## config.mk

```make
export PLATFORM = sky130hd
export DESIGN_NAME = cpu_memory_ctrl
export DESIGN_NICKNAME = d
export VERILOG_FILES = /design/src/rtl/cpu_mem_pkg.sv /design/src/rtl/cpu_mem_fetch_port.sv /design/src/rtl/cpu_memory_ctrl.sv
export SDC_FILE = /design/constraint.sdc
export NUM_CORES = 1
export LEC_CHECK = 0
export ABC_CLOCK_PERIOD_IN_PS = 2600
export CORE_MARGIN = 5
export CORE_UTILIZATION = 30
export DETAILED_ROUTE_END_ITERATION = 6
export PLACE_DENSITY = 0.59
export SETUP_SLACK_MARGIN = 0.5
export SLEW_MARGIN = 40
export SYNTH_ARGS = -nofsm -noshare
export SYNTH_HDL_FRONTEND = slang
export SYNTH_SLANG_ARGS = --single-unit
```

## constraint.sdc

```tcl
create_clock -name CLK -period 2.6 [get_ports CLK]
set_input_delay 0.52 -clock CLK [delete_from_list [all_inputs] [get_ports CLK]]
set_output_delay 0.52 -clock CLK [all_outputs]
set_load 0.05 [all_outputs]
```

## src/rtl/cpu_mem_pkg.sv

```systemverilog
// Shared widths, defaults and FSM state encodings for the CPU memory controller.
package cpu_mem_pkg;

    localparam int ADDR_W  = 8;
    localparam int DATA_W  = 16;
    localparam int MAR_W   = 16;
    localparam int RD_WAIT = 1;

    // Data channel: loads use D_WAIT, stores walk PRIME then COMMIT.
    typedef enum logic [1:0] {
        D_IDLE   = 2'd0,
        D_WAIT   = 2'd1,
        D_PRIME  = 2'd2,
        D_COMMIT = 2'd3
    } data_state_t;

    // Fetch channel: a single wait state covers the read latency.
    typedef enum logic {
        F_IDLE = 1'b0,
        F_WAIT = 1'b1
    } fetch_state_t;

    // Width of a down-counter holding values 0 .. n-1 (never narrower than one bit).
    function automatic int cnt_width(input int n);
        return (n < 2) ? 1 : $clog2(n);
    endfunction

endpackage

```

## src/rtl/cpu_mem_fetch_port.sv

```systemverilog
// Instruction-fetch channel: drives the memory MAR read port and returns the word
// after RD_WAIT edges. The stall input comes from the address-hazard compare in the top.
module cpu_mem_fetch_port #(
    parameter int ADDR_W  = cpu_mem_pkg::ADDR_W,
    parameter int DATA_W  = cpu_mem_pkg::DATA_W,
    parameter int MAR_W   = cpu_mem_pkg::MAR_W,
    parameter int RD_WAIT = cpu_mem_pkg::RD_WAIT
) (
    input  logic              clk,
    input  logic              rst,
    input  logic              req,
    input  logic [ADDR_W-1:0] addr,
    input  logic              stall,
    input  logic [DATA_W-1:0] mem_data,
    output logic [MAR_W-1:0]  mar,
    output logic [DATA_W-1:0] data,
    output logic              valid,
    output logic              busy,
    output logic              in_flight,
    output logic [ADDR_W-1:0] flight_addr
);
    import cpu_mem_pkg::*;

    localparam int CNT_W = cnt_width(RD_WAIT);

    fetch_state_t     state;
    logic [CNT_W-1:0] cnt;
    logic             accept;

    assign accept      = req & (state == F_IDLE) & ~stall;
    assign busy        = (state != F_IDLE) | stall;
    assign in_flight   = (state == F_WAIT);
    assign flight_addr = mar[ADDR_W-1:0];

    // Fetch FSM: capture the address on accept, count down the read latency, then sample the word.
    always_ff @(posedge clk) begin
        if (rst) begin
            state <= F_IDLE;
            cnt   <= '0;
            mar   <= '0;
            data  <= '0;
            valid <= 1'b0;
        end else begin
            valid <= 1'b0;
            case (state)
                F_IDLE: begin
                    if (accept) begin
                        mar   <= MAR_W'(addr);
                        cnt   <= CNT_W'(RD_WAIT - 1);
                        state <= F_WAIT;
                    end
                end
                F_WAIT: begin
                    if (cnt == '0) begin
                        data  <= mem_data;
                        valid <= 1'b1;
                        state <= F_IDLE;
                    end else begin
                        cnt <= cnt - 1'b1;
                    end
                end
                default: state <= F_IDLE;
            endcase
        end
    end

endmodule

```

## src/rtl/cpu_memory_ctrl.sv

```systemverilog
// Initiator side of the CPU memory interface: fetch and load/store channels running
// concurrently against a 256x16 array, with an address hazard check between fetch and store.
module cpu_memory_ctrl #(
    parameter int ADDR_W  = cpu_mem_pkg::ADDR_W,
    parameter int DATA_W  = cpu_mem_pkg::DATA_W,
    parameter int MAR_W   = cpu_mem_pkg::MAR_W,
    parameter int RD_WAIT = cpu_mem_pkg::RD_WAIT
) (
    input  logic              CLK,
    input  logic              RST,
    input  logic              IF_REQ,
    input  logic [ADDR_W-1:0] IF_ADDR,
    output logic              IF_BUSY,
    output logic              IF_VALID,
    output logic [DATA_W-1:0] IF_DATA,
    input  logic              D_REQ,
    input  logic              D_WE,
    input  logic [ADDR_W-1:0] D_ADDR,
    input  logic [DATA_W-1:0] D_WDATA,
    output logic              D_BUSY,
    output logic              D_DONE,
    output logic [DATA_W-1:0] D_RDATA,
    output logic [MAR_W-1:0]  MAR,
    input  logic [DATA_W-1:0] OUT_MEMORY,
    output logic [ADDR_W-1:0] ADDRESS,
    input  logic [DATA_W-1:0] OUT_ADDRESS_MEMORY,
    output logic [DATA_W-1:0] IN_ADDRESS_MEMORY
);
    import cpu_mem_pkg::*;

    localparam int CNT_W = cnt_width(RD_WAIT);

    data_state_t      d_state;
    logic [CNT_W-1:0] d_cnt;
    logic [DATA_W-1:0] wdata_q;

    // The memory writes whenever its write data changes, so these two registers are
    // deliberately left out of reset: a reset must never produce a write event.
    logic [ADDR_W-1:0] address_q  = '0;
    logic [DATA_W-1:0] wr_data_q  = '0;

    logic              fetch_in_flight;
    logic [ADDR_W-1:0] fetch_addr;
    logic              store_in_flight;
    logic              store_stall;
    logic              fetch_stall;
    logic              d_accept;
    logic              store_accept;

    assign ADDRESS           = address_q;
    assign IN_ADDRESS_MEMORY = wr_data_q;

    // A store must not overtake an in-flight fetch of the same word; loads never conflict.
    assign store_stall     = D_REQ & D_WE & fetch_in_flight & (fetch_addr == D_ADDR);
    assign d_accept        = ~RST & D_REQ & (d_state == D_IDLE) & ~store_stall;
    assign store_accept    = d_accept & D_WE;
    assign store_in_flight = (d_state == D_PRIME) | (d_state == D_COMMIT);

    // A fetch waits behind an in-flight store to its address, and loses a same-edge tie to a store.
    assign fetch_stall = IF_REQ &
                         ((store_in_flight & (address_q == IF_ADDR)) |
                          (store_accept & (D_ADDR == IF_ADDR)));

    assign D_BUSY = (d_state != D_IDLE) | store_stall;

    cpu_mem_fetch_port #(
        .ADDR_W  (ADDR_W),
        .DATA_W  (DATA_W),
        .MAR_W   (MAR_W),
        .RD_WAIT (RD_WAIT)
    ) u_fetch (
        .clk         (CLK),
        .rst         (RST),
        .req         (IF_REQ),
        .addr        (IF_ADDR),
        .stall       (fetch_stall),
        .mem_data    (OUT_MEMORY),
        .mar         (MAR),
        .data        (IF_DATA),
        .valid       (IF_VALID),
        .busy        (IF_BUSY),
        .in_flight   (fetch_in_flight),
        .flight_addr (fetch_addr)
    );

    // Data FSM: loads wait out the read latency; stores prime then commit, pulsing D_DONE on commit.
    always_ff @(posedge CLK) begin
        if (RST) begin
            d_state <= D_IDLE;
            d_cnt   <= '0;
            wdata_q <= '0;
            D_RDATA <= '0;
            D_DONE  <= 1'b0;
        end else begin
            D_DONE <= 1'b0;
            case (d_state)
                D_IDLE: begin
                    if (d_accept) begin
                        wdata_q <= D_WDATA;
                        if (D_WE) begin
                            d_state <= D_PRIME;
                        end else begin
                            d_cnt   <= CNT_W'(RD_WAIT - 1);
                            d_state <= D_WAIT;
                        end
                    end
                end
                D_WAIT: begin
                    if (d_cnt == '0) begin
                        D_RDATA <= OUT_ADDRESS_MEMORY;
                        D_DONE  <= 1'b1;
                        d_state <= D_IDLE;
                    end else begin
                        d_cnt <= d_cnt - 1'b1;
                    end
                end
                D_PRIME: begin
                    d_state <= D_COMMIT;
                end
                D_COMMIT: begin
                    D_DONE  <= 1'b1;
                    d_state <= D_IDLE;
                end
                default: d_state <= D_IDLE;
            endcase
        end
    end

    // Memory port drive: address on accept, then the inverted word to force a change event, then the word.
    always_ff @(posedge CLK) begin
        if (!RST) begin
            if (d_accept) begin
                address_q <= D_ADDR;
            end
            if (d_state == D_PRIME) begin
                wr_data_q <= ~wdata_q;
            end else if (d_state == D_COMMIT) begin
                wr_data_q <= wdata_q;
            end
        end
    end

endmodule

```

# --- Word level (Yosys, flattened, before mapping) ---
# Index checks and enable logic that the tools add are counted.
op_classes:
  n_eq_ne: 10
  add_sub_neg: 2
  reduce_logical: 13
  mux: 19
  n_bitwise: 23
ops:
  columns: ["operator", "n"]
  rows:
  - ["two-way mux 16 bit", 2]
  - ["equality test 8 bit", 3]
  - ["inverter 16 bit", 1]
  - ["AND reduction 2 bit", 7]
  - ["bitwise AND 1 bit", 12]
  - ["two-way mux 1 bit", 9]
  - ["one-hot mux 1 bit (2 select lines)", 4]
  - ["one-hot mux 2 bit (4 select lines)", 1]
  - ["two-way mux 2 bit", 3]
  - ["!= test 2 bit (second input constant)", 3]
  - ["inverter 1 bit", 6]
  - ["nonzero test 2 bit", 3]
  - ["equality test 2 bit (second input constant)", 2]
  - ["OR 1 bit", 4]
  - ["AND reduction 3 bit", 1]
  - ["equality test 2 x 1 -> 1 bit (second input constant)", 1]
  - ["zero test 2 bit", 1]
  - ["!= test 2 x 1 -> 1 bit (second input constant)", 1]
  - ["OR reduction 2 bit", 1]
  - ["subtractor 1 bit (second input constant)", 2]
word_totals:
  word_cells: 79
  register_bits: 87

# --- Logic depth before layout (Yosys ltp) ---
# Gate-level depths: netlist (run 1).
logic_depth:
  depth_word: 13
  ltp_mapped: 8

# --- Hierarchy ---
# Synthesis (run 1) repeated with hierarchy kept, for this count alone.
unflattened:
  cells_unflattened: 326
  area_unflattened_um2: 3567.2
modules_own_cells:
  columns: ["mod", "area_per_inst_um2", "n_inst", "seq_area_each_um2", "cells_each"]
  rows:
  - ["cpu_memory_ctrl", 2442.3, 1, 1421.4, 217]
  - ["cpu_mem_fetch_port", 1124.8, 1, 520.5, 109]

# --- Least setup slack after synthesis (run 1) ---
# Ideal clock, no wire load.
synth_timing:
  kind: "reg-to-output"
  startpoint: "reg u_fetch.mar[2]"
  endpoint: "out IF_BUSY"
  arrival_time_ps: 1869
  path_stages_with_launch: 7
  n_path_buf: 1
  t_required_ps: 2080
  path_slack_ps: 211
  cell_sequence: "dfxtp_1 > xnor2_1 > nand4_1 > o31a_1 > buf_6 > a31o_1 > a21o_1"
synth_via:
  elab_chain_cells: 9
synth_rtl:
  columns: ["element", "line", "source"]
  rows:
  - ["start: declaration", "cpu_mem_fetch_port.sv:15", "output logic [MAR_W-1:0] mar,"]
  - ["start signal: assignment", "cpu_mem_fetch_port.sv:48", "mar <= MAR_W'(addr);"]
  - ["equality test 8 bit", "cpu_memory_ctrl.sv:54", "assign store_stall = D_REQ & D_WE & fetch_in_flight & (fetch_addr == D_ADDR);"]
  - ["bitwise AND 1 bit", "cpu_memory_ctrl.sv:54", null]
  - ["inverter 1 bit", "cpu_memory_ctrl.sv:55", "assign d_accept = ~RST & D_REQ & (d_state == D_IDLE) & ~store_stall;"]
  - ["bitwise AND 1 bit", "cpu_memory_ctrl.sv:55", null]
  - ["bitwise AND 1 bit", "cpu_memory_ctrl.sv:56", "assign store_accept = d_accept & D_WE;"]
  - ["bitwise AND 1 bit", "cpu_memory_ctrl.sv:62", "(store_accept & (D_ADDR == IF_ADDR)));"]
  - ["OR 1 bit", "cpu_memory_ctrl.sv:61", "((store_in_flight & (address_q == IF_ADDR)) |"]
  - ["bitwise AND 1 bit", "cpu_memory_ctrl.sv:60", "assign fetch_stall = IF_REQ &"]
  - ["OR 1 bit", "cpu_mem_fetch_port.sv:31", "assign busy = (state != F_IDLE) | stall;"]
  - ["end: declaration", "cpu_memory_ctrl.sv:13", "output logic IF_BUSY,"]
# No other way between the ends.

# --- Final worst setup path (run 1) ---
layout_timing:
  startpoint: "reg u_fetch.mar[5]"
  endpoint: "out IF_BUSY"
# The elaborated chain is that of the path after synthesis.

==> results of run 1 <==
metal layers:
layer,up-vias,global-route usage,part of all wire
li1,1483,-,-
met1,1354,0.173,0.43
met2,107,0.229,0.48
met3,16,0.0398,0.063
met4,2,0.0558,0.022
met5,-,0,0.00071
cell usage in the layout (no fill, tap or decap), types with 7 or more instances in the layout:
cell	n
dfxtp_1	53
nand2b_1	16
dlygate4sd2_1	10
xnor2_1	36
clkbuf_16	10
nand3_1	20
nand2_1	35
buf_4	38
mux2i_1	24
buf_2	7
clkdlybuf4s50_1	110
conb_1	8
nor2_1	18
edfxtp_1	24
o21ai_0	15
a21oi_1	34
kinds of logic (layout without fill, tap and decap cells):
logic type,Yosys count,in the layout,share of synthesized area
buf+inv,32,195,0.0504
mux,24,24,0.0676
simple gates,107,107,0.151
xor+xnor,40,40,0.0986
compound gates,55,55,0.0845
flops,85,85,0.547
other cells,1,8,0.00106
worst paths after layout:
path | endpoint | start | cells past startpoint | slack (ns)
worst max-delay path | IF_BUSY | u_fetch.mar[5] | 6 | 0.17
worst min-delay path | D_RDATA[15] | D_RDATA[15] | 2 | 0.46
worst max register to register | u_fetch.mar[7] | ADDRESS[5] | 10 | 0.41
worst min register to register | D_RDATA[15] | D_RDATA[15] | 2 | 0.46
sequential cells by signal (all words and copies together), names as in the netlist:
| register | count |
|---|---|
| D_RDATA | 16 |
| IN_ADDRESS_MEMORY | 16 |
| u_fetch.data | 16 |
| wdata_q | 16 |
| ADDRESS | 8 |
| u_fetch.mar | 8 |
| d_state | 2 |
| D_DONE | 1 |
| u_fetch.in_flight | 1 |
| u_fetch.valid | 1 |
cell type report:
cell class              instances  share of cell area
well taps                     143              0.0320
flip-flops and latches         85               0.350
clock inverters                 4             0.00380
inverters                       2             0.00179
clock buffers                  12              0.0460
multi-input cells             234               0.269
repair buffers                177               0.297
per-stage QoR:
stage / hold slack (ns) / util / power [mW] / setup WS (ns) / TNS (ns)
floorplan: 0.466 / - / 1.87 / 0.451 / 0
global placement: 0.441 / 0.452 / 2.13 / -0.0747 / -0.0747
detailed placement: 0.450 / 0.452 / 2.14 / -0.117 / -0.117
CTS: 0.458 / 0.485 / 3.37 / 0.174 / 0
global route: 0.476 / 0.486 / 3.47 / 0.107 / 0
finish: 0.455 / 0.486 / 3.33 / 0.172 / 0
worst min-delay path, delay by kind of cell (launching register included):
family	cells	cell delay, ns
flip-flops	1	0.31
AND/OR/NAND/NOR	1	0.05
AO/OA/AOI/OAI	1	0.05
power groups by stage:
| stage | Sequential, mW | Combinational (mW) | Clock, mW |
|---|---|---|---|
| after global placement | 1.49 | 0.646 | 0 |
| after global routing | 1.47 | 0.706 | 1.30 |
| after floorplan | 1.63 | 0.241 | 0 |
| final | 1.46 | 0.662 | 1.21 |
| after CTS | 1.46 | 0.666 | 1.25 |
| after detailed placement | 1.49 | 0.649 | 0 |
what timing repair did:
action,in CTS,in global routing
gates cloned,0,0
pin swaps,19,6
setup buffers,13,0
gates resized for setup,46,10
setup endpoints to repair,22,15
endpoints found under the hold margin,0,0
==> qor.yml, run 1 <==
status:
  status: "completed"
synthesis:
  synth_area_sq_mm: 0.00355
  post_synth.cell_area_avg_sq_um: 10.3
  yosysSeqAreaShare: 0.547
  ys.flop_type: "dfxtp_1"
  synthArstFlopShare: 0
  yosysMostFrequentCell: "dfxtp_1"
  yosysWarnings: 0
  netlist_instances: 344
  synth_commonest_cells: "dfxtp_1, xnor2_1, nand2_1"
  synth_top_area_share: 0.344
  yosys-top-cells-area: "dfxtp_1, edfxtp_1, xnor2_1, mux2i_1, a21oi_1"
  ys_ff_latch: 85
  synth.distinct_cells: 32
  yosysTopAreaCell: "dfxtp_1"
  synth_edf_count: 24
drt:
  drc_errors: 0
  routed_wl_microns: 9870
  vias_per_cell: 4.51
  firstDrtPassIters: 5
  via_count: 2962
  post_drt_wl_per_cell_microns: 15.0
  drtIter0Drc: 94
  antenna_left: 0
final_layout:
  multi_input_area_sq_mm: 0.00151
  num-fill-cells: 1067
  nNetsFinal: 578
  antenna_cells: 0
  final_cell_count_no_fill: 657
  seqCellArea_sq_mm: 0.00196
  design_area_sq_mm: 0.00560
  layout-drive-gt1-share: 0.169
  syn2layout_area_growth_pct: 57.6
setup_path:
  critPathBufInv: 1
  arrival_ns: 1.91
  critPathMaxFanout: 3
  start_kind: "flop"
  path_delay_family: "compound AO/OA/AOI/OAI gates"
  slowest_stage: "dfxtp_4"
  path_cells: "xnor2_2 > nand4_1 > o31a_1 > a31o_1 > a21o_4 > buf_12"
  critPathCaptureType: "output pin"
  critPathMaxStageDelay_ns: 0.36
  required_ns: 2.08
  critical_path_class: "reg2out"
place:
  place_congestion: 0.768
  dpl_cell_area_sq_mm: 0.00521
  numPortBuffers: 136
  dp_hpwl_microns: 7200
  placed_cells: 628
sta:
  finalMaxSlewViolations: 0
  finalCritPeriodShare: 0.934
  hold_viol: 0
  rsz0062_at_grt: "true"
  tightest_slew_ns: 0.685
  fmax_mhz: 412
  fin_crit_ns: 2.43
  slew_headroom: 0.544
  setup-violations-final: 0
  skew_ns: 0.00785
global_routing:
  grt_pass1_vias: 3065
  grt_max_degree: 44
  grtUsageTotal: 0.140
  grt_overflow: 0
  grt_pass1_wl_microns: 15900
  antenna_found_initial: 1
clock_tree:
  cts_sinks: 85
  clkLatencyLatePin_ns: 0.33
  clk_pin_slew_ns: 0.06
  cts_tree: "yes"
  cts-root-buf: "clkbuf_16"
  clockBufferDepth: 2
  ctsHoldBuffers: 0
  htree_levels: 3
  cts_buffers: 9
pwr:
  pwr-share-comb: 0.199
  clockPowerShare: 0.363
  p_sw_mw: 0.911
  ir_drop_v: 0.000266
  switching_share: 0.273
  seq_power_share: 0.438
  intPower_mw: 2.42
  p_leak_nw: 2.10
  power_density_mw_per_mm2: 595
die:
  ios: 145
  dieArea_sq_mm: 0.0141
  die_y_microns: 119
  core_sq_mm: 0.0115
  num_rows: 39
  die_w_microns: 119
  start_util: 0.308
job:
  maxCapViolations: 0
hold_path:
  hp-class: "reg2reg"
No activity file was read; power rests on OpenSTA's default activity.
==> run 2, diff against run 1 <==
ABC_AREA = 1   (was default)
==> run 2 against run 1 <==
Compared with the run above: clock skew fell by 0.0013 ns; global-route usage is 0.23 points lower; sequential share of layout area barely moved; area after synthesis rose by 1.3%; via count rose by 6.2%; clock power increased by 11%; highest routed layer unchanged; register-to-register slack improved by 0.50 ns; power rose by 6.4%.
==> qor.yml, run 2 <==
setup_path:
  critPathCaptureType: "output pin"  # unchanged
  start_kind: "input port"  # was flop
  required_ns: 2.08  # about the same
  cpMostUsedCell: "nand2_2"
  arrival_ns: 1.69  # was 1.91 ns
  path_cells: "clkdlybuf4s15_2 > inv_2 > nand2_1 > o21ai_0 > nand3b_1 > nor2_2 > nand3_4 > nand2_2 > nand2_2 > nand2_4 > buf_12"  # was xnor2_2 > nand4_1 > o31a_1 > a31o_1 > a21o_4 > buf_12
  slowest_stage: "clkdlybuf4s15_2"  # was dfxtp_4
  critPathMaxStageDelay_ns: 0.20  # was 0.36 ns
  critPathMaxFanout: 4  # was 3
  critical_path_class: "in2out"  # was reg2out
die:
  num_rows: 40  # was 39
  dieArea_sq_mm: 0.0143  # was 0.0141 sq mm
  start_util: 0.303  # was 0.308
  die_y_microns: 120  # was 119 microns
  die_w_microns: 120  # was 119 microns
  ios: 145  # unchanged
  core_sq_mm: 0.0119  # was 0.0115 sq mm
clock_tree:
  clkLatencyLatePin_ns: 0.34  # was 0.33 ns
  ctsHoldBuffers: 0  # unchanged
  cts-root-buf: "clkbuf_16"  # unchanged
  cts_tree: "yes"  # unchanged
  htree_levels: 3  # unchanged
  cts_buffers: 9  # unchanged
  clockBufferDepth: 2  # unchanged
  clk_pin_slew_ns: 0.07  # was 0.06 ns
  cts_sinks: 85  # unchanged
pwr:
  power_density_mw_per_mm2: 636  # was 595 mW/mm^2
  pwr-share-comb: 0.201  # was 0.199
  clockPowerShare: 0.378  # was 0.363
  intPower_mw: 2.50  # was 2.42 mW
  p_leak_nw: 2.40  # was 2.10 nW
  power_mw: 3.55  # was 3.33 mW
  p_sw_mw: 1.05  # was 0.911 mW
  seq_power_share: 0.421  # was 0.438
  switching_share: 0.296  # was 0.273
  ir_drop_v: 0.000272  # was 0.000266 V
synthesis:
  synthArstFlopShare: 0  # unchanged
  synth_compound_area_frac: 0.0800  # was 0.0845
  netlist_instances: 433  # was 344
  yosysMostFrequentCell: "nor2_1"  # was dfxtp_1
  post_synth.cell_area_avg_sq_um: 8.31  # was 10.3 sq um
  yosysWarnings: 0  # unchanged
  synth_edf_count: 24  # unchanged
  synth_top_area_share: 0.339  # was 0.344
  synth_top_family_by_area: "simple AND/OR/NAND/NOR gates"  # unchanged
  ys.flop_type: "dfxtp_1"  # unchanged
  yosys-top-cells-area: "dfxtp_1, edfxtp_1, nor2_1, o21ai_0, nand2_1"  # was dfxtp_1, edfxtp_1, xnor2_1, mux2i_1, a21oi_1
  yosysSeqAreaShare: 0.540  # was 0.547
  ys_ff_latch: 85  # unchanged
  synth_commonest_cells: "nor2_1, nand2_1, dfxtp_1"  # was dfxtp_1, xnor2_1, nand2_1
  yosys.area_share.simple: 0.243  # was 0.151
  synth-xor-area-share: 0.0535  # was 0.0986
  synthAdderAreaFrac: 0  # unchanged
  synth.area.mux_share: 0  # was 0.0676
  synth.distinct_cells: 27  # was 32
  synth_area_sq_mm: 0.00360  # was 0.00355 sq mm
  yosysTopAreaCell: "dfxtp_1"  # unchanged
drt:
  drtIter0Drc: 105  # was 94
  via_count: 3147  # was 2,962
  firstDrtPassIters: 4  # was 5
  drc_errors: 0  # unchanged
  vias_per_cell: 4.29  # was 4.51
  post_drt_wl_per_cell_microns: 13.2  # was 15.0 microns
  routed_wl_microns: 9660  # was 9870 microns
  antenna_left: 0  # unchanged
final_layout:
  antenna_cells: 0  # unchanged
  num-fill-cells: 1143  # was 1,067
  mostFrequentLayoutCell: "nor2_1"  # was clkdlybuf4s50_1
  layout-drive-gt1-share: 0.153  # was 0.169
  nNetsFinal: 651  # was 578
  syn2layout_area_growth_pct: 55.0  # was 57.6%
  design_area_sq_mm: 0.00558  # was 0.00560 sq mm
  final_cell_mix: "nor2_1, clkdlybuf4s50_1, nand2_1"  # was clkdlybuf4s50_1, dfxtp_1, buf_4
  final_cell_count_no_fill: 734  # was 657
sta:
  tightest_slew_ns: 0.534  # was 0.685 ns
  finalCritPeriodShare: 0.849  # was 0.934
  rsz0062_at_grt: "true"  # unchanged
  fin_crit_ns: 2.21  # was 2.43 ns
  skew_ns: 0.00655  # was 0.00785 ns
  hold_viol: 0  # unchanged
  tns_ns: 0  # unchanged
  slew_headroom: 0.643  # was 0.544
  finalMaxSlewViolations: 0  # unchanged
  fmax_mhz: 453  # was 412 MHz
  setup-violations-final: 0  # unchanged
  hold_ws_ns: 0.406  # was 0.455 ns
place:
  dpl_cell_area_sq_mm: 0.00518  # was 0.00521 sq mm
  numPortBuffers: 136  # unchanged
  place_congestion: 0.809  # was 0.768
  dp_hpwl_microns: 6890  # was 7200 microns
  placed_cells: 713  # was 628
global_routing:
  grt_pass1_wl_microns: 15700  # was 15,900 microns
  grt_pass1_vias: 3134  # was 3,065
  antenna_found_initial: 1  # unchanged
  grtUsageTotal: 0.137  # was 0.140
  grt_overflow: 0  # unchanged
  grt_max_degree: 57  # was 44
status:
  status: "completed"  # unchanged
job:
  maxCapViolations: 0  # unchanged
hold_path:
  hp-class: "in2reg"  # was reg2reg
## run 2: cell types whose count changed after synthesis, sizes merged, moves of 19 or more
cell,change
xnor2,-19
nor2,+100
a21oi,-31
nand2,+32
mux2i,-24
inv,+39
o21ai,+36
## run 2: path summary, 6_finish.rpt
path                                     start     endpoint  slack, ns  cells past startpoint
worst max-delay path                IF_ADDR[5]      IF_BUSY       0.39                     11
worst min-delay path                 D_ADDR[4]   ADDRESS[4]       0.41                      1
worst max register to register  u_fetch.mar[7]   ADDRESS[5]       0.91                     10
worst min register to register     wdata_q[10]  wdata_q[10]       0.47                      2
## run 2: worst max-delay path: cells and delay by family
family / cells / cell delay, ns
AND/OR/NAND/NOR: 7 / 0.72
AO/OA/AOI/OAI: 1 / 0.07
buffers and inverters: 3 / 0.38
## run 2: power by group through the flow
stage                     Sequential (mW)  Combinational [mW]  Clock (mW)
after floorplan                      1.70               0.250           0
after global placement               1.52               0.713           0
after detailed placement             1.52               0.714           0
after CTS                            1.49               0.723        1.39
after global routing                 1.50               0.774        1.45
final                                1.49               0.714        1.34
## run 2: through the flow
step | setup WS [ns] | util
6_report | 0.393 | 0.470
5_1_grt | 0.288 | 0.470
4_1_cts | 0.373 | 0.470
3_5_place_dp | 0.00288 | 0.436
3_3_place_gp | -0.000716 | 0.436
2_1_floorplan | 0.495 | -
## run 2: cells by family after synthesis
| family | Yosys count |
|---|---|
| and+or+nand+nor | 203 |
| buffers and inverters | 65 |
| AOI/OAI and AO/OA | 57 |
| other | 1 |
| DFF | 85 |
| xor gates and xnor gates | 22 |
## run 2: final cells by class
| type | count | area [sq um] | area share |
|---|---|---|---|
| clock buffer | 9 | 225 | 0.0404 |
| inverter | 42 | 160 | 0.0287 |
| clock inverter | 7 | 86.3 | 0.0155 |
| tap | 147 | 184 | 0.0330 |
| multi-input combinational | 290 | 1460 | 0.262 |
| timing repair buffer | 154 | 1510 | 0.271 |
| sequential | 85 | 1950 | 0.350 |
## run 2: timing repair
item	4_1_cts	5_1_grt
buffers inserted	5	0
cloned	0	0
setup endpoints to repair	2	9
gates resized for setup	71	23
pin swaps	13	7
## run 2: routing by layer
layer	GRT usage	part of all wire	up-vias
met4	0.0387	0.011	2
met3	0.0603	0.094	9
li1	-	-	1647
met5	0	0.00072	-
met1	0.169	0.46	1386
met2	0.219	0.44	103
==> run 3, diff against run 2 <==
ABC_CLOCK_PERIOD_IN_PS = 1800   (was 2600)
PLACE_DENSITY = 0.61   (was 0.59)
clock period = 1.8 ns   (was 2.6 ns; I/O delays follow)
==> run 3 against run 2 <==
Compared with the run above: the flow now finishes with violations (setup timing); via count up 6.9%; clock skew decreased by 0.00059 ns; combinational power up 62%; sequential cell count unchanged; non-clock buffer count grew 25; core utilization rose by 3.3 points; critical path type is now reg2out; largest power group unchanged.
==> qor.yml, run 3 (same netlist as run 2, synthesis figures left out) <==
place:
  pre_cts_slack_ns: -0.524  # was 0.00288 ns
  dp_hpwl_microns: 7300  # was 6890 microns
  dpl_cell_area_sq_mm: 0.00520  # was 0.00518 sq mm
  place_congestion: 0.778  # was 0.809
  numPortBuffers: 136  # unchanged
global_routing:
  grt_overflow: 0  # unchanged
  grtUsageTotal: 0.151  # was 0.137
  grt_max_degree: 25  # was 57
  grt_pass1_wl_microns: 17000  # was 15,700 microns
  antenna_found_initial: 1  # unchanged
  grt_pass1_vias: 3486  # was 3,134
sta:
  hold_viol: 0  # unchanged
  finalMaxSlewViolations: 0  # unchanged
  fin_ws_ns: -0.264  # was 0.393 ns
  fmax_mhz: 484
  rsz0062_at_grt: "true"  # unchanged
  finalCritPeriodShare: 1.15
  skew_ns: 0.00596  # was 0.00655 ns
  setup-violations-final: 2  # was 0
  fin_crit_ns: 2.06
final_layout:
  design_area_sq_mm: 0.00597  # was 0.00558 sq mm
  mostFrequentLayoutCell: "nor2_1"  # unchanged
  syn2layout_area_growth_pct: 65.9  # was 55.0%
  layout-drive-gt1-share: 0.321  # was 0.153
  num-fill-cells: 1128  # was 1,143
  fin_util: 0.503  # was 0.470
  nNetsFinal: 677  # was 651
  final_cell_mix: "nor2_1, buf_4, nand2_1"  # was nor2_1, clkdlybuf4s50_1, nand2_1
  antenna_cells: 0  # unchanged
clock_tree:
  cts_buffers: 9  # unchanged
  cts_tree: "yes"  # unchanged
  ctsHoldBuffers: 0  # unchanged
  htree_levels: 3  # unchanged
  clk_pin_slew_ns: 0.06  # was 0.07 ns
  clockBufferDepth: 2  # unchanged
  cts_sinks: 85  # unchanged
  cts-root-buf: "clkbuf_16"  # unchanged
  clkLatencyLatePin_ns: 0.34  # about the same
drt:
  post_drt_wl_per_cell_microns: 14.0  # was 13.2 microns
  antenna_left: 0  # unchanged
  firstDrtPassIters: 4  # unchanged
  vias_per_cell: 4.43  # was 4.29
  drtIter0Drc: 95  # was 105
  via_count: 3364  # was 3,147
  drc_errors: 0  # unchanged
  routed_wl_microns: 10600  # was 9660 microns
die:
  die_w_microns: 120  # unchanged
  num_rows: 40  # unchanged
  ios: 145  # unchanged
  start_util: 0.303  # unchanged
  core_sq_mm: 0.0119  # unchanged
  dieArea_sq_mm: 0.0143  # unchanged
  die_y_microns: 120  # unchanged
pwr:
  p_leak_nw: 2.68  # was 2.40 nW
  ir_drop_v: 0.000451  # was 0.000272 V
  power_density_mw_per_mm2: 837  # was 636 mW/mm^2
setup_path:
  critPathCaptureType: "output pin"  # unchanged
  critical_path_class: "reg2out"  # was in2out
  arrival_ns: 1.70  # was 1.69 ns
  critPathMaxFanout: 3  # was 4
  start_kind: "flop"  # was input port
  required_ns: 1.44  # was 2.08 ns
status:
  violations: "setup timing"
  status: "finished with violations"  # was completed
hold_path:
  hp-class: "in2reg"  # unchanged
job:
  maxCapViolations: 0  # unchanged
[run 3: cell types whose count changed in the layout (fill, tap and decap cells not counted), sizes merged, moves of 4 or more]
cell,delta
dlygate4sd2,+16
buf,+82
clkdlybuf4s15,-8
inv,-7
clkdlybuf4s50,-60
dlymetal6s2s,-6
clkinv,+4
[run 3: worst paths after layout]
path,endpoint,startpoint,slack [ns],cells after the start
setup / recovery,IF_BUSY,ADDRESS[3],-0.26,10
hold / removal,ADDRESS[6],D_ADDR[6],0.25,1
setup reg to reg,u_fetch.mar[0],ADDRESS[3],0.15,12
hold reg to reg,wdata_q[10],wdata_q[10],0.48,2
[run 3: cell type report]
cell class	count	area (sq um)	area share
Clock buffer	11	233	0.0390
Clock inverter	5	28.8	0.00482
Inverter	42	191	0.0321
Multi-Input combinational cell	291	1590	0.266
Sequential cell	85	1980	0.331
Tap cell	147	184	0.0308
Timing Repair Buffer	179	1770	0.296
[run 3: layer usage]
| metal | GRT usage | up-vias | share of wire |
|---|---|---|---|
| li1 | - | 1710 | - |
| met1 | 0.173 | 1526 | 0.41 |
| met2 | 0.248 | 108 | 0.48 |
| met3 | 0.0566 | 18 | 0.081 |
| met4 | 0.0716 | 2 | 0.022 |
| met5 | 0 | - | 0.0012 |
[run 3: power breakdown]
group | switching [mW] | internal, mW
Clock | 0.744 | 0.929
Sequential | 0.0739 | 2.09
Combinational | 0.677 | 0.484
Total | 1.49 | 3.50
[run 3: worst max-delay path: stages (launching register included)]
cell,delay (ns)
edfxtp_1,0.44
nand2_1,0.09
o21ai_0,0.08
nor2_1,0.11
nand2_1,0.07
nor2_2,0.15
nand3_4,0.09
nand2_2,0.08
nand2_2,0.06
nand2_4,0.06
buf_12,0.13
[run 3: timing repair]
action / 4_1_cts / 5_1_grt
resized for setup: 101 / 23
pin swaps: 16 / 6
buffers inserted: 8 / 3
gates cloned: 4 / 1
endpoints found under the hold margin: 0 / 0
endpoints found under the setup margin: 76 / 97
[run 3: per-stage QoR]
stage	TNS, ns	hold slack [ns]	instances	power, mW
after detailed placement	-12.88	0.466	728	3.24
after floorplan	-0.131	0.446	440	2.83
after global routing	-0.550	0.243	760	5.23
final	-0.303	0.252	760	5.00
after global placement	-11.98	0.460	728	3.23
after CTS	-0.381	0.233	756	5.04
==> edit 1, RTL diff (settings of run 3) <==
Register the input `IF_ADDR` before use. The logic sees it one clock later. The other inputs are not delayed to match.
--- a/src/rtl/cpu_memory_ctrl.sv
+++ b/src/rtl/cpu_memory_ctrl.sv
@@ -31,4 +31,10 @@
     localparam int CNT_W = cnt_width(RD_WAIT);
 
+    logic [ADDR_W-1:0] IF_ADDR_q;
+
+    always_ff @(posedge CLK) begin
+        IF_ADDR_q <= IF_ADDR;
+    end
+
     data_state_t      d_state;
     logic [CNT_W-1:0] d_cnt;
@@ -59,6 +65,6 @@
     // A fetch waits behind an in-flight store to its address, and loses a same-edge tie to a store.
     assign fetch_stall = IF_REQ &
-                         ((store_in_flight & (address_q == IF_ADDR)) |
-                          (store_accept & (D_ADDR == IF_ADDR)));
+                         ((store_in_flight & (address_q == IF_ADDR_q)) |
+                          (store_accept & (D_ADDR == IF_ADDR_q)));
 
     assign D_BUSY = (d_state != D_IDLE) | store_stall;
@@ -73,5 +79,5 @@
         .rst         (RST),
         .req         (IF_REQ),
-        .addr        (IF_ADDR),
+        .addr        (IF_ADDR_q),
         .stall       (fetch_stall),
         .mem_data    (OUT_MEMORY),
Formal check against the unedited RTL: not equivalent (a bounded check fails within 4 cycles, from zero or initial values and one cycle with RST high).
==> edit 1 against run 3 <==
- the run still ends with negative setup slack left
- power increased by 5.5%
- wire length down 2.2%
- area after synthesis up 4.0%
- global-route usage fell by 0.73 points
- sequential cell count up 8
- design area increased by 4.8%
- non-clock buffer count down 2
- setup slack improved by 46 ps
==> edit 1: results <==
[final_layout]
nNonClkInverters = 45
clk_share = 0.0432
multiInputGateArea_mm2 = 0.00162
fill_cells = 1146
final_area_mm2 = 0.00625
clock_buffer_count = 12
drive_gt1_frac = 0.328
nonClkBufAreaFrac = 0.283
sh_seq_area = 0.342
buffers = 177
fin_nets = 686
final_util = 0.516
num_antenna_cells = 1

[routing]
vias = 3402
wl_met3_um = 731
topRoutingLayerUsed = met4
wl_met2_mm = 4.93
wl_mm = 10.4
wl_met1_mm = 4.55
vias_per_cell = 4.30
drt_iter0_drc = 136

[synthesis]
synth_commonest_cells = 97 x nand2_1, 84 x nor2_1, 69 x dfxtp_1, 38 x inv_1, 27 x o21ai_0
syn_inst = 440
synth_area_leaders = dfxtp_1 37%, edfxtp_1 19%, nand2_1 9.7%, nor2_1 8.4%, xnor2_1 4.9%
synth_cell_type_count = 29
ys_seq_area_frac = 0.561

[timing]
clock_skew_ps = 4.36
setup_slack_ps = -218
tns_ps = -276
whs_ps = 356
finalSetupViolCount = 2

[clock_network]
clk_latency_ps = 340
postCtsResizedCells = 100
post_cts_buffers = 10
cts.sinks = 93

[pwr]
clock_power_uw = 1750
peakVddDrop_mv = 0.473
p_leak_uw = 0.00280
comb_power_share = 0.220
total_power_uw = 5270
swShare = 0.289

[grt]
grt_max_degree = 43
grtUsageMet1 = 0.179
grt.total_usage = 0.143
use_met3 = 0.0422
grt_util_met2 = 0.233
grt_pass1_wl_mm = 16.7

[worst_setup_path]
critPathLaunch = ADDRESS[5]$_DFFE_PP_
reg2reg_from = u_fetch.mar[5]$_SDFFE_PP0P_
arrival_ps = 1660
r2r_setup_slack_ps = 110
r2r_end = wdata_q[12]$_SDFFE_PP0P_
slowest_delay_ps = 420

[place]
pre_cts_ws_ps = -528
dpl_cell_area_mm2 = 0.00532
placedCellCount = 750
dpl.hpwl_mm = 7.43
gp_congestion = 0.855

[status]
violations = negative setup slack
run_status = finished with violations
-- edit 1: cell types whose count changed after synthesis, sizes merged --
cell / run 3 / this run
nand3: 4 / 20
dfxtp: 61 / 69
o21ai: 52 / 36
nand2: 67 / 99
buf: 15 / 14
nor2: 119 / 87
-- edit 1: worst min-delay path by stage --
stage | from | end | cells after the start
floorplan | IF_ADDR[0] | IF_ADDR_q[0]$_DFF_P_ | 0
global placement | wdata_q[6]$_SDFFE_PP0P_ | wdata_q[6]$_SDFFE_PP0P_ | 2
detailed placement | u_fetch.data[15]$_SDFFE_PP0P_ | u_fetch.data[15]$_SDFFE_PP0P_ | 2
CTS | D_ADDR[4] | ADDRESS[4]$_DFFE_PP_ | 1
global route | D_ADDR[7] | ADDRESS[7]$_DFFE_PP_ | 2
finish | D_ADDR[7] | ADDRESS[7]$_DFFE_PP_ | 2
-- edit 1: cells by family after synthesis --
kind of cell	share of synthesized area
other cells	0.00100
compound gates	0.0555
simple gates	0.253
buf+inv	0.0779
flops	0.561
xor+xnor	0.0515
==> edit 2, RTL diff (config.mk and constraints of run 3) <==
Made on the original files. Set the package constant `MAR_W` to 32 (it was 16).
--- a/src/rtl/cpu_mem_pkg.sv
+++ b/src/rtl/cpu_mem_pkg.sv
@@ -4,5 +4,5 @@
     localparam int ADDR_W  = 8;
     localparam int DATA_W  = 16;
-    localparam int MAR_W   = 16;
+    localparam int MAR_W   = 32;
     localparam int RD_WAIT = 1;
 
Ports: changed (resized MAR); port bits go from 145 to 161. No check against the original RTL was run, so the function may have changed too.
==> edit 2 against run 3 <==
- the run still ends with negative setup slack left
- area after synthesis rose by 3.3%
- non-clock buffer count rose by 9
- global-route usage fell by 0.43 points
- setup slack improved by 21 ps
- wire length rose by 2.7%
- sequential cell count did not move
- design area rose by 6.5%
- clock power rose by 20%
- power rose by 9.4%
- first-iteration DRC count rose by 35%
- final cell count rose by 6.2%
==> edit 2: results <==
[place]
port_buffers = 136
pre_cts_ws_ps = -509
dpl.hpwl_mm = 7.47
gp_congestion = 0.773
dpl_cell_area_mm2 = 0.00527

[timing]
finalSetupViolCount = 11
clock_skew_ps = 7.93
setup_slack_ps = -243

[synthesis]
synth_cell_type_count = 27
synth_commonest_cells = 116 x nor2_1, 65 x nand2_1, 61 x dfxtp_1, 52 x o21ai_0, 39 x inv_1
synthMuxAreaShare = 0
synth-edff-count = 24
synth_area_leaders = dfxtp_1 33%, edfxtp_1 19%, nor2_1 12%, o21ai_0 7.0%, nand2_1 6.6%
synth_compound_area_frac = 0.0774
synthArstFlopShare = 0
synth_flop_cell = dfxtp_1
ys_seq_area_frac = 0.522
synthAdderAreaFrac = 0
synth-xor-area-share = 0.0518
yosysWarnings = 0

[final_layout]
fin_nets = 703
num_antenna_cells = 0
fill_cells = 1107
drive_gt1_frac = 0.344

[clock_network]
htree_levels = 3
cts-buffers-inserted = 9
cts_buffer_depth = 2
clk_latency_ps = 340
cts-root-buf = clkbuf_16
cts.reportedPaths.clkPinSlew_ps = 70

[worst_setup_path]
critPathMaxFanout = 2
slowest_delay_ps = 420
arrival_ps = 1680
cp_slowest_cell = edfxtp_1
crit_family = simple AND/OR/NAND/NOR gates

[status]
run_status = finished with violations
violations = negative setup slack

[pwr]
peakVddDrop_mv = 0.418
p_leak_uw = 0.00286

[grt]
grt_pass1_wl_mm = 16.9
grt_max_degree = 30
antenna_found_initial = 1
first_global_vias = 3468
grt.total_usage = 0.146

[routing]
wl_per_cell_um = 13.5
first_pass_iters = 4
vias_per_cell = 4.22
drt_iter0_drc = 128

[worst_hold_path]
hp-class = input port to register
[edit 2: cell types whose count changed after synthesis, sizes merged]
cell	before	now
buf	15	31
[edit 2: worst paths after layout]
path / start / end / depth (start not counted) / slack, ps
max reg2reg: ADDRESS[5]$_DFFE_PP_ / u_fetch.mar[6]$_SDFFE_PP0P_ / 15 / -240
min: D_ADDR[7] / ADDRESS[7]$_DFFE_PP_ / 1 / 400
min reg2reg: wdata_q[10]$_SDFFE_PP0P_ / wdata_q[10]$_SDFFE_PP0P_ / 2 / 500
max: ADDRESS[5]$_DFFE_PP_ / IF_BUSY / 9 / -240
[edit 2: cell type report]
type / instances / area, um2 / area share
clock buffer: 9 / 225 / 0.0354
clock inverter: 7 / 97.6 / 0.0154
inverter: 42 / 191 / 0.0301
multi-input combinational: 307 / 1740 / 0.274
sequential: 85 / 1970 / 0.311
tap: 168 / 210 / 0.0331
timing repair buffer: 188 / 1880 / 0.297
timing repair inverter: 1 / 30.0 / 0.00473
[edit 2: metrics by stage]
step | instances | power (uW) | setup TNS (ps)
after floorplan | 472 | 2930 | -131
after global placement | 766 | 3290 | -10910
after detailed placement | 766 | 3310 | -12050
after CTS | 798 | 5410 | -2660
after global routing | 807 | 5710 | -3760
final | 807 | 5470 | -2350
[edit 2: power breakdown]
part	leakage, uW	switching (uW)	internal (uW)
combinational	0.00197	773	513
sequential	0.000729	84.2	2090
clock	0.000159	784	1220
total	0.00286	1640	3830
[edit 2: per-layer routing]
layer	up-vias	share of wire	track usage
met3	14	0.074	0.0536
li1	1740	-	-
met1	1551	0.41	0.167
met5	-	0.00064	0
met4	2	0.012	0.0532
met2	102	0.51	0.250
[edit 2: timing repair]
item,4_1_cts,5_1_grt
buffers inserted,12,9
resized for setup,103,75
setup endpoints to repair,74,102
gates cloned,4,0
pin swaps,34,21
